[src/rtl/karatsuba_seq_ctrl_if.sv]
// Bundles the operand, result and shared-multiplier handshakes of the Karatsuba controller.
// Latency: none (wires only).
// Backpressure: valid/ready on operand, result and request channels; response channel has none.
interface karatsuba_seq_ctrl_if #(
    parameter int N = 16
);
    localparam int H = N / 2 + N % 2;

    logic             in_valid;
    logic             in_ready;
    logic [N-1:0]     in_u;
    logic [N-1:0]     in_v;
    logic             out_valid;
    logic             out_ready;
    logic [2*N-1:0]   out_r;
    logic             mul_req_valid;
    logic             mul_req_ready;
    logic [H:0]       mul_u;
    logic [H:0]       mul_v;
    logic             mul_rsp_valid;
    logic [2*H+1:0]   mul_rsp_r;

    // Environment side: operand producer, result consumer and shared multiplier
    modport master (
        output in_valid, in_u, in_v, out_ready, mul_req_ready, mul_rsp_valid, mul_rsp_r,
        input  in_ready, out_valid, out_r, mul_req_valid, mul_u, mul_v
    );

    // Controller side
    modport slave (
        input  in_valid, in_u, in_v, out_ready, mul_req_ready, mul_rsp_valid, mul_rsp_r,
        output in_ready, out_valid, out_r, mul_req_valid, mul_u, mul_v
    );
endinterface

[src/rtl/karatsuba_seq_ctrl.sv]
// Sequential N x N Karatsuba multiplier issuing x=a*c, y=b*d, z=(a+b)*(c+d) to one shared multiplier.
// Latency: 8 cycles accept-to-out_valid with an ideal multiplier, +1 per request stall or response delay cycle.
// Backpressure: one operation in flight; in_ready only in IDLE; result held in DONE until out_ready.
module karatsuba_seq_ctrl #(
    parameter int N = 16
) (
    input  logic                 clk,
    input  logic                 rst_n,
    karatsuba_seq_ctrl_if.slave  bus
);
    localparam int H = N / 2 + N % 2;
    localparam int L = N - H;

    typedef enum logic [3:0] {
        IDLE, MUL_X, WAIT_X, MUL_Y, WAIT_Y, MUL_Z, WAIT_Z, COMBINE, DONE
    } state_t;

    state_t           state_q, state_d;
    logic [L-1:0]     a_q, a_d, c_q, c_d;
    logic [H-1:0]     b_q, b_d, d_q, d_d;
    logic [2*L-1:0]   x_q, x_d;
    logic [2*H-1:0]   y_q, y_d;
    logic [2*H+1:0]   z_q, z_d;
    logic [2*N-1:0]   r_q, r_d;
    logic             out_vld_q, out_vld_d;

    logic [H:0]       a_ext, b_ext, c_ext, d_ext;
    logic [2*H+1:0]   x_ext, y_ext, s_w;
    logic [2*N-1:0]   x_wide, s_wide, y_wide;

    // Zero-extend halves and sub-products; middle term s = z - x - y (= a*d + b*c, never negative)
    always_comb begin
        a_ext  = '0;  a_ext[L-1:0]    = a_q;
        c_ext  = '0;  c_ext[L-1:0]    = c_q;
        b_ext  = '0;  b_ext[H-1:0]    = b_q;
        d_ext  = '0;  d_ext[H-1:0]    = d_q;
        x_ext  = '0;  x_ext[2*L-1:0]  = x_q;
        y_ext  = '0;  y_ext[2*H-1:0]  = y_q;
        s_w    = z_q - x_ext - y_ext;
        x_wide = '0;  x_wide[2*L-1:0] = x_q;
        s_wide = '0;  s_wide[2*H+1:0] = s_w;
        y_wide = '0;  y_wide[2*H-1:0] = y_q;
    end

    // State, operand, sub-product and result registers
    always_ff @(posedge clk or negedge rst_n) begin
        if (!rst_n) begin
            state_q   <= IDLE;
            a_q       <= '0;
            b_q       <= '0;
            c_q       <= '0;
            d_q       <= '0;
            x_q       <= '0;
            y_q       <= '0;
            z_q       <= '0;
            r_q       <= '0;
            out_vld_q <= 1'b0;
        end else begin
            state_q   <= state_d;
            a_q       <= a_d;
            b_q       <= b_d;
            c_q       <= c_d;
            d_q       <= d_d;
            x_q       <= x_d;
            y_q       <= y_d;
            z_q       <= z_d;
            r_q       <= r_d;
            out_vld_q <= out_vld_d;
        end
    end

    // Next-state sequencing: request, wait for its response, then the next sub-product
    always_comb begin
        state_d = state_q;
        case (state_q)
            IDLE:    if (bus.in_valid)      state_d = MUL_X;
            MUL_X:   if (bus.mul_req_ready) state_d = WAIT_X;
            WAIT_X:  if (bus.mul_rsp_valid) state_d = MUL_Y;
            MUL_Y:   if (bus.mul_req_ready) state_d = WAIT_Y;
            WAIT_Y:  if (bus.mul_rsp_valid) state_d = MUL_Z;
            MUL_Z:   if (bus.mul_req_ready) state_d = WAIT_Z;
            WAIT_Z:  if (bus.mul_rsp_valid) state_d = COMBINE;
            COMBINE:                        state_d = DONE;
            DONE:    if (bus.out_ready)     state_d = IDLE;
            default:                        state_d = IDLE;
        endcase
    end

    // Datapath captures; responses are only taken in the matching WAIT state
    always_comb begin
        a_d = a_q;
        b_d = b_q;
        c_d = c_q;
        d_d = d_q;
        x_d = x_q;
        y_d = y_q;
        z_d = z_q;
        r_d = r_q;
        if (state_q == IDLE && bus.in_valid) begin
            a_d = bus.in_u[N-1:H];
            b_d = bus.in_u[H-1:0];
            c_d = bus.in_v[N-1:H];
            d_d = bus.in_v[H-1:0];
        end
        if (state_q == WAIT_X && bus.mul_rsp_valid) x_d = bus.mul_rsp_r[2*L-1:0];
        if (state_q == WAIT_Y && bus.mul_rsp_valid) y_d = bus.mul_rsp_r[2*H-1:0];
        if (state_q == WAIT_Z && bus.mul_rsp_valid) z_d = bus.mul_rsp_r;
        if (state_q == COMBINE) r_d = (x_wide << (2 * H)) + (s_wide << H) + y_wide;
        out_vld_d = (state_d == DONE);
    end

    // Outputs decode from registered state only, so request operands hold while stalled
    always_comb begin
        bus.in_ready      = (state_q == IDLE);
        bus.mul_req_valid = 1'b0;
        bus.mul_u         = '0;
        bus.mul_v         = '0;
        case (state_q)
            MUL_X: begin
                bus.mul_req_valid = 1'b1;
                bus.mul_u         = a_ext;
                bus.mul_v         = c_ext;
            end
            MUL_Y: begin
                bus.mul_req_valid = 1'b1;
                bus.mul_u         = b_ext;
                bus.mul_v         = d_ext;
            end
            MUL_Z: begin
                bus.mul_req_valid = 1'b1;
                bus.mul_u         = a_ext + b_ext;
                bus.mul_v         = c_ext + d_ext;
            end
            default: ;
        endcase
        bus.out_valid = out_vld_q;
        bus.out_r     = r_q;
    end
endmodule

[src/flat_wrapper.sv]
// flat-port wrapper written by rule: the top's interface ports become plain ports
module karatsuba_seq_ctrl_flat 
#(
    parameter int N = 16
)
  (clk, rst_n, bus_in_valid, bus_in_u, bus_in_v, bus_out_ready, bus_mul_req_ready, bus_mul_rsp_valid, bus_mul_rsp_r, bus_in_ready, bus_out_valid, bus_out_r, bus_mul_req_valid, bus_mul_u, bus_mul_v);
  karatsuba_seq_ctrl_if #(.N(N)) bus_i ();
  input  logic clk;
  input  logic rst_n;
  input wire logic [$bits(bus_i.in_valid)-1:0] bus_in_valid;
  input wire logic [$bits(bus_i.in_u)-1:0] bus_in_u;
  input wire logic [$bits(bus_i.in_v)-1:0] bus_in_v;
  input wire logic [$bits(bus_i.out_ready)-1:0] bus_out_ready;
  input wire logic [$bits(bus_i.mul_req_ready)-1:0] bus_mul_req_ready;
  input wire logic [$bits(bus_i.mul_rsp_valid)-1:0] bus_mul_rsp_valid;
  input wire logic [$bits(bus_i.mul_rsp_r)-1:0] bus_mul_rsp_r;
  output wire logic [$bits(bus_i.in_ready)-1:0] bus_in_ready;
  output wire logic [$bits(bus_i.out_valid)-1:0] bus_out_valid;
  output wire logic [$bits(bus_i.out_r)-1:0] bus_out_r;
  output wire logic [$bits(bus_i.mul_req_valid)-1:0] bus_mul_req_valid;
  output wire logic [$bits(bus_i.mul_u)-1:0] bus_mul_u;
  output wire logic [$bits(bus_i.mul_v)-1:0] bus_mul_v;
  assign bus_i.in_valid = bus_in_valid;
  assign bus_i.in_u = bus_in_u;
  assign bus_i.in_v = bus_in_v;
  assign bus_i.out_ready = bus_out_ready;
  assign bus_i.mul_req_ready = bus_mul_req_ready;
  assign bus_i.mul_rsp_valid = bus_mul_rsp_valid;
  assign bus_i.mul_rsp_r = bus_mul_rsp_r;
  assign bus_in_ready = bus_i.in_ready;
  assign bus_out_valid = bus_i.out_valid;
  assign bus_out_r = bus_i.out_r;
  assign bus_mul_req_valid = bus_i.mul_req_valid;
  assign bus_mul_u = bus_i.mul_u;
  assign bus_mul_v = bus_i.mul_v;
  karatsuba_seq_ctrl #(.N(N)) u_core (.clk(clk), .rst_n(rst_n), .bus(bus_i));
endmodule
[config.mk]
export PLATFORM = sky130hd
export DESIGN_NAME = karatsuba_seq_ctrl_flat
export DESIGN_NICKNAME = d
export VERILOG_FILES = /design/src/rtl/karatsuba_seq_ctrl_if.sv /design/src/rtl/karatsuba_seq_ctrl.sv /design/src/flat_wrapper.sv
export SDC_FILE = /design/constraint.sdc
export NUM_CORES = 1
export LEC_CHECK = 0
export ABC_AREA = 1
export CAP_MARGIN = 0
export CORE_UTILIZATION = 50
export CTS_BUF_LIST = sky130_fd_sc_hd__clkbuf_2
export CTS_CLUSTER_SIZE = 30
export DETAILED_ROUTE_END_ITERATION = 8
export PLACE_DENSITY = 0.79
export SYNTH_ARGS = -nofsm -noshare
export SYNTH_HDL_FRONTEND = slang
export SYNTH_SLANG_ARGS = --single-unit
[constraint.sdc]
create_clock -name clk -period 5.1 [get_ports clk]
set_input_delay 0.51 -clock clk [delete_from_list [all_inputs] [get_ports clk]]
set_output_delay 0.51 -clock clk [all_outputs]
set_load 0.005 [all_outputs]
==> impl_metrics.yaml, run 1 <==
run_status:
  status: "finished clean"
cts:
  cts_tree: "built"
  clkSinkCount: 119
  post_cts_resized: 0
  clock_latency_ps: 750
  clk_path_buf_depth: 2
  cts_root_buffer: "clkbuf_2"
  clk_pin_slew_ps: 190
  cts_buffers: 17
  htree_levels: 4
detailed_routing:
  wl_per_cell_um: 14.3
  drt-vias-per-instance: 5.22
  drtIter0Drc: 476
  dr.pass1.iters: 5
  vias: 7455
  wl_mm: 20.5
  detail-route-antenna-nets: 0
  drc: 0
timing:
  maxSlewViolCount: 0
  period_minus_slack_ps: 4100
  setup_tns_ps: 0
  holdWs_ps: 328
  post-route-period-util_pct: 80.3
  max_freq_ghz: 0.244
  worst_slew_pin_slew_ps: 1180
  setup_viol: 0
  timing_hold_violations_final: 0
  slew_headroom_pct: 21.4
  rsz0062_at_grt: "no"
  skew_ps: 34.1
final_layout:
  seq_area_um2: 2980
  n_antenna_cell: 0
  syn2layout_area_growth_pct: 18.3
  fillers: 1458
  fin_nets: 1332
  final_common_cell: "nand2_1"
  drive_above_1_share_pct: 6.51
  multi_input_area_um2: 4530
  layout_common_cells: "nand2_1 (337), inv_1 (153), dfrtp_1 (119)"
worst_setup_path:
  crit_required_ps: 5770
  cp-start-kind: "flop"
  path_common_cell: "nand2_1"
  path_class: "flop to flop"
  r2r_slack_ps: 1000
  crit_fanout: 4
  crit_path_end_kind: "flop"
  critical-path-max-stage-delay_ps: 500
  crit_arrival_ps: 4770
  crit_slowest_cell: "fa_1"
  crit_chain: "inv_1, fa_1, inv_1, ha_1, nor2_1, inv_1, fa_1, nand3_1, a21oi_1, or2_2, nand2_1, nand3_1, nand2_1, nand2_1, ha_1, nand2_1, nor2_1, nand2_1, nor2_1, nand2_1, nand3_1, nand2_1, nand3_1, nand2_1"
grt:
  grt_pass1_vias: 7075
  grt_overflow: 0
  grt_pass1_wl_mm: 33.8
  grt_usage_pct: 26.1
  antenna_found_initial: 0
  grt_max_degree: 74
floorplan:
  die_y_um: 130
  rows: 46
  fp.coreArea_um2: 15900
  io_pins: 109
  start_util_pct: 51.5
  die_area_um2: 16900
  fp.dieW_um: 130
yosys:
  synth.distinct_cells: 36
  yosys.area.top_type_share_pct: 36.3
  synth_area_leaders: "dfrtp_1 (36%), nand2_1 (15%), ha_1 (8.7%)"
  synth_nets: 1220
  synth_area_um2: 8200
  synth.ff_latch_count: 119
  ys_warn_count: 0
  syn_area_per_cell_um2: 7.54
  synthCells: 1088
  synth_area_leader_cell: "dfrtp_1"
  ys_seq_area_share_pct: 36.3
run:
  max-cap-violations: 0
place:
  place_hpwl_mm: 15.8
  gp_congestion: 0.960
  port_buffers: 108
worst_hold_path:
  min_path_type: "input port to flop"
what timing repair did:
action | in CTS | in global routing
setup buffers | 0 | 0
hold buffers | 1 | 0
endpoints found under the hold margin | 72 | 0
final cells by class:
type,instances,area share (%)
tap,216,2.78
timing repair buffer,113,11.5
sequential,119,30.7
inverter,155,5.99
clock buffer,19,0.980
multi-input combinational,794,46.7
clock inverter,13,1.34
flip-flops by register name (all words and copies together) (netlist names):
name and flops:
u_core.c_q 8, u_core.d_q 8, u_core.z_q 18, u_core.a_q 8
u_core.x_q 16, u_core.y_q 16, u_core.state_q 4, u_core.b_q 8
u_core.bus.out_r 32, u_core.bus.out_valid 1
synth_stat cells, drive strengths merged:
cell type    n
xnor2        4
a21o         2
o31ai        2
o221ai       2
nor2        85
nand2      338
buf         10
nor4         2
inv        155
o21bai       2
a21oi       61
nand3       74
xor2        14
o21ai       61
a22o         2
a211oi       1
nand4       12
and2         3
o211ai       5
or2          7
dfrtp      119
ha          57
o22ai        1
mux2        29
nand3b       7
clkbuf      10
nor3         4
fa          19
critical path, delay by kind of cell, from the launching register on:
family                   cells  cell delay (ps)
AND/OR/NAND/NOR             16             1900
buffers and inverters        3              190
AO/OA/AOI/OAI                1               70
flip-flops                   1              450
adder cells (fa/ha/maj)      4             1410
path summary, 6_finish.rpt:
| kind | cells after the start | startpoint | to |
|---|---|---|---|
| min in group asynchronous | 2 | rst_n | u_core.bus.out_r[2] |
| max in group asynchronous | 3 | rst_n | u_core.z_q[16] |
| hold / removal | 3 | bus_mul_rsp_r[6] | u_core.z_q[6] |
| setup / recovery | 24 | u_core.x_q[0] | u_core.bus.out_r[30] |
| setup reg to reg | 24 | u_core.x_q[0] | u_core.bus.out_r[30] |
| hold reg to reg | 2 | u_core.bus.out_r[28] | u_core.bus.out_r[28] |
routing by layer:
metal / vias up / GRT usage (%) / share of wire [%]
met5: - / 0 / 0
met4: 0 / 11.4 / 3.2
met3: 48 / 6.23 / 7.0
met2: 250 / 43.3 / 46
met1: 3443 / 32.5 / 43
li1: 3714 / - / -
cell families after synthesis:
group                    synth area share (%)
multiplexers                             4.03
XOR/XNOR                                 1.92
buffers and inverters                    8.42
flip-flops                               36.3
AND/OR/NAND/NOR                          27.0
adder cells (fa/ha/maj)                  13.3
AO/OA/AOI/OAI                            9.05
stage by stage:
step	area, um2	setup slack (ps)	cells	util (%)
final	9710	1000	1429	60.9
after global placement	9470	1140	1396	59.4
after floorplan	8200	1540	1088	-
after CTS	9710	1040	1429	60.9
after global routing	9710	580	1429	60.9
after detailed placement	9470	1080	1396	59.4
Power of run 1 is not shown: default switching activity piles up to over one toggle a cycle in this logic, so the estimate is an artifact.
==> run 2: changes to the inputs <==
--- a/config.mk
+++ b/config.mk
@@ -11,7 +11,7 @@
 export CTS_BUF_LIST = sky130_fd_sc_hd__clkbuf_2
 export CTS_CLUSTER_SIZE = 30
 export DETAILED_ROUTE_END_ITERATION = 8
-export PLACE_DENSITY = 0.79
+export PLACE_DENSITY = 0.81
 export SYNTH_ARGS = -nofsm -noshare
 export SYNTH_HDL_FRONTEND = slang
 export SYNTH_SLANG_ARGS = --single-unit
==> constraint.sdc (replaced) <==
create_clock -name clk -period 3.4 [get_ports clk]
set_input_delay 0.34 -clock clk [delete_from_list [all_inputs] [get_ports clk]]
set_output_delay 0.34 -clock clk [all_outputs]
set_load 0.005 [all_outputs]
==> impl_metrics.yaml, run 2 (synthesized netlist as in run 1, its figures left out) <==
floorplan:
  start_util_pct: 51.5
  die_area_um2: 16900
  die_y_um: 130
  rows: 46
  io_pins: 109
  fp.coreArea_um2: 15900
  fp.dieW_um: 130
detailed_routing:
  detail-route-antenna-nets: 0
  wl_per_cell_um: 14.9
  drc: 0
  wl_met2_mm: 11.2
  highest_layer: "met4"
  drt-vias-per-instance: 5.23
  vias: 8029
  wl_mm: 22.8
  met3_length_mm: 1.38
  drtIter0Drc: 495
  wl_met1_mm: 9.42
  dr.pass1.iters: 5
cts:
  cts_buffers: 17
  clk_pin_slew_ps: 190
  clkSinkCount: 119
  cts_root_buffer: "clkbuf_2"
  cts_tree: "built"
  clock_latency_ps: 730
  clk_path_buf_depth: 2
  htree_levels: 4
final_layout:
  layout_common_cells: "nand2_1 (281), inv_1 (132), dfrtp_1 (119)"
  final_common_cell: "nand2_1"
  largest_reg_flops: 32
  fin_nets: 1436
  syn2layout_area_growth_pct: 38.1
  drive_above_1_share_pct: 25.6
grt:
  grt_pass1_wl_mm: 36.9
  grt_max_degree: 74
  grt_pass1_vias: 7891
  grt_usage_pct: 28.3
  grt_overflow: 0
  antenna_found_initial: 1
timing:
  setup_viol: 17
  maxSlewViolCount: 0
  post-route-period-util_pct: 107
  period_minus_slack_ps: 3640
  worst_slew_pin_slew_ps: 714
  rsz0062_at_grt: "yes"
  holdWs_ps: 150
  timing_hold_violations_final: 0
  slew_headroom_pct: 52.4
  max_freq_ghz: 0.275
  skew_ps: 35.1
  post-route-worst-setup-slack_ps: -236
worst_setup_path:
  crit_required_ps: 4030
  crit_arrival_ps: 4260
  r2r_start: "u_core.z_q[0]"
  path_class: "flop to flop"
  r2r-end: "u_core.bus.out_r[27]"
  crit_slowest_cell: "fa_1"
  r2r_cells: 23
  crit_fanout: 4
  critical-path-max-stage-delay_ps: 570
  cp-start-kind: "flop"
  crit_path_end_kind: "flop"
  r2r_slack_ps: -240
  crit_chain: "fa_1, inv_1, ha_2, nor2_4, inv_2, fa_2, nand3_2, a21oi_2, or2_4, nand2_4, nand3_2, nand2_2, nand2_4, ha_4, nand2_4, nor2_4, nand2_2, nor2_2, nand2_1, nand3_1, nand2_1, nand3_1, nand2_1"
run:
  max-cap-violations: 0
place:
  place_hpwl_mm: 17.0
  port_buffers: 108
  gp_congestion: 0.920
run_status:
  status: "complete, but fails checks"
  violations: "setup timing"
worst_hold_path:
  min_path_type: "input port to asynchronous set/reset pin"
[run 2: cell types whose count changed in the layout (fill, tap and decap cells not counted), moves of 12 or more]
cell,change
buf_4,+101
nand2_1,-56
nand2_2,+41
nor2_1,-24
inv_1,-21
inv_2,+19
ha_1,-18
nand2_4,+15
ha_4,+13
nor2_4,+13
nand3_1,-12
[run 2: critical path: cells and delay by family (launching register included)]
family / cells / cell delay, ps
simple gates: 16 / 1520
compound gates: 1 / 50
buf+inv: 2 / 100
flops: 1 / 440
fa+ha+maj: 4 / 1450
[run 2: per-stage QoR]
stage | area, um2 | setup WS, ps | instances | util, % | setup TNS [ps]
final | 11300 | -236 | 1534 | 71.0 | -2910
after global routing | 11300 | -511 | 1534 | 71.0 | -6590
after CTS | 10800 | -208 | 1521 | 67.9 | -2480
after detailed placement | 10200 | -434 | 1481 | 63.8 | -4760
after global placement | 10200 | -380 | 1481 | 63.8 | -3800
after floorplan | 8250 | 1.70 | 1088 | - | 0
[run 2: repair_timing]
item / in CTS / in global routing
gates resized for setup: 85 / 105
pin swaps: 31 / 51
buffers inserted: 7 / 12
hold buffers: 1 / 0
endpoints found under the setup margin: 19 / 36
hold endpoints to repair: 46 / 0
[run 2: how the worst max path moves through the flow]
stage / slack (ps) / end / cells after the start / startpoint
3_3_place_gp: -380 / u_core.bus.out_r[26] / 21 / u_core.x_q[0]
5_1_grt: -510 / u_core.bus.out_r[31] / 25 / u_core.y_q[0]
3_5_place_dp: -430 / u_core.bus.out_r[26] / 21 / u_core.x_q[0]
2_1_floorplan: 2 / u_core.bus.out_r[31] / 24 / u_core.x_q[0]
4_1_cts: -210 / u_core.bus.out_r[17] / 22 / u_core.z_q[0]
6_report: -240 / u_core.bus.out_r[27] / 23 / u_core.z_q[0]
[run 2: per-layer routing]
| metal | up-vias | GRT usage, % |
|---|---|---|
| met5 | - | 0 |
| met4 | 0 | 13.0 |
| met3 | 61 | 6.56 |
| met2 | 276 | 48.8 |
| met1 | 3778 | 33.3 |
| li1 | 3914 | - |
[run 2: cell type report]
cell class,count,area [um2]
Antenna cell,1,2.50
Inverter,155,588
Clock buffer,18,90.1
Multi-Input combinational cell,794,5240
Timing Repair Buffer,217,1930
Fill cell,1223,4620
Clock inverter,14,223
Tap cell,216,270
Sequential cell,119,2980
Power of run 2 is left out for the same reason.
==> run 3: changes to the inputs <==
--- a/config.mk
+++ b/config.mk
@@ -7,6 +7,7 @@
 export LEC_CHECK = 0
 export ABC_AREA = 1
 export CAP_MARGIN = 0
+export CORE_ASPECT_RATIO = 0.9
 export CORE_UTILIZATION = 50
 export CTS_BUF_LIST = sky130_fd_sc_hd__clkbuf_2
 export CTS_CLUSTER_SIZE = 30
==> impl_metrics.yaml, run 3 (synthesized netlist as in run 1, its figures left out) <==
place:
  place_hpwl_mm: 17.2
  port_buffers: 108
  gp_congestion: 0.947
  place_area_um2: 10200
cts:
  clock_latency_ps: 760
  cts_root_buffer: "clkbuf_2"
  cts_tree: "built"
  cts_buffers: 17
  clkSinkCount: 119
  htree_levels: 4
  clk_pin_slew_ps: 170
  clk_path_buf_depth: 2
detailed_routing:
  vias: 8069
  wl_per_cell_um: 15.2
  detail-route-antenna-nets: 0
  wl_mm: 23.1
  dr.pass1.iters: 5
  drtIter0Drc: 479
  drc: 0
  drt-vias-per-instance: 5.32
floorplan:
  die_area_um2: 16900
  die_y_um: 124
  fp.dieW_um: 137
  fp.coreArea_um2: 16100
  start_util_pct: 51.0
  rows: 44
  io_pins: 109
worst_setup_path:
  r2r-end: "u_core.bus.out_r[26]"
  crit_arrival_ps: 4390
  cp-start-kind: "flop"
  r2r_slack_ps: -340
  crit_required_ps: 4050
  r2r_cells: 21
  r2r_start: "u_core.x_q[0]"
  crit_path_end_kind: "flop"
  path_class: "flop to flop"
  crit_fanout: 4
timing:
  period_minus_slack_ps: 3740
  setup_viol: 19
  max_freq_ghz: 0.267
  post-route-period-util_pct: 110
  worst_slew_pin_slew_ps: 765
  rsz0062_at_grt: "yes"
  skew_ps: 24.5
  setup_tns_ps: -4840
  post-route-worst-setup-slack_ps: -340
  maxSlewViolCount: 0
  timing_hold_violations_final: 0
  slew_headroom_pct: 49.0
final_layout:
  syn2layout_area_growth_pct: 34.3
  largest_reg_flops: 32
  fin_nets: 1432
  stdcell_area_um2: 11000
  n_antenna_cell: 0
  layout_common_cells: "nand2_1 (288), inv_1 (140), dfrtp_1 (118)"
  drive_above_1_share_pct: 22.7
  final_common_cell: "nand2_1"
run:
  max-cap-violations: 0
grt:
  grt_pass1_vias: 7686
  grt_usage_pct: 28.5
  grt_max_degree: 62
  grt_pass1_wl_mm: 36.7
  antenna_found_initial: 0
  grt_overflow: 0
run_status:
  status: "complete, but fails checks"
  violations: "setup timing"
worst_hold_path:
  holdPathEnd: "u_core.z_q[9]"
  hold_path.startpoint: "bus_mul_rsp_r[9]"
  min_path_type: "input port to flop"
  min_path_cells: 3
run 3: cell count changes in the layout (fill, tap and decap cells not counted), sizes merged:
| cell | delta |
|---|---|
| buf | -4 |
| bufinv | -2 |
| clkbuf | -1 |
| clkinv | +5 |
| clkinvlp | -2 |
| diode | -1 |
| inv | -2 |
run 3: how the worst max path moves through the flow:
stage	to	startpoint	depth (start not counted)
after global routing	u_core.bus.out_r[28]	u_core.x_q[0]	21
after detailed placement	u_core.bus.out_r[27]	u_core.x_q[0]	25
final	u_core.bus.out_r[26]	u_core.x_q[0]	21
after floorplan	u_core.bus.out_r[31]	u_core.x_q[0]	24
after global placement	u_core.bus.out_r[27]	u_core.y_q[2]	22
after CTS	u_core.bus.out_r[18]	u_core.z_q[0]	18
run 3: stage by stage:
stage          hold slack, ps  util (%)  std cells  setup slack (ps)
6_report                  144      68.5       1518              -340
3_3_place_gp              456      63.2       1471              -332
3_5_place_dp              453      63.2       1471              -323
5_1_grt                  94.5      68.5       1518              -511
4_1_cts                   117      66.1       1506              -210
2_1_floorplan            44.4         -       1088              1.70
run 3: area by class of cell:
| type | count | area [um2] |
|---|---|---|
| Sequential cell | 119 | 2980 |
| Tap cell | 207 | 259 |
| Multi-Input combinational cell | 794 | 5070 |
| Clock inverter | 13 | 139 |
| Fill cell | 1284 | 5060 |
| Clock buffer | 17 | 85.1 |
| Inverter | 155 | 588 |
| Timing Repair Buffer | 213 | 1900 |
run 3: timing repair:
item                       CTS  global route
pin swaps                   23            43
gates resized for setup     57            87
buffers inserted             4            12
hold buffers                 1             0
setup endpoints to repair   19            36
hold endpoints to repair    58             0
run 3: worst max-delay path, cell delays in order (launching register included):
cell and delay [ps]:
dfrtp_1 400, inv_2 50, fa_1 560, inv_1 50, ha_2 170, nor2_4 110
inv_2 50, fa_2 410, nand3_2 110, a21oi_2 60, or2_4 280, xor2_1 150
ha_1 390, nand2_2 110, nor2_2 150, nand3_1 160, nand3_4 140, nand2_1 80
nand2_1 60, nand2_1 50, nand3_1 60, nand2_1 50
run 3: layer usage:
| layer | GRT usage [%] | routed length, um | vias to the layer above | part of all wire [%] |
|---|---|---|---|---|
| li1 | - | - | 3896 | - |
| met1 | 37.8 | 10400 | 3801 | 45 |
| met2 | 44.8 | 10500 | 308 | 45 |
| met3 | 7.13 | 1650 | 64 | 7.1 |
| met4 | 10.6 | 660 | 0 | 2.9 |
| met5 | 0 | 0 | - | 0 |
Power of run 3 is left out for the same reason.
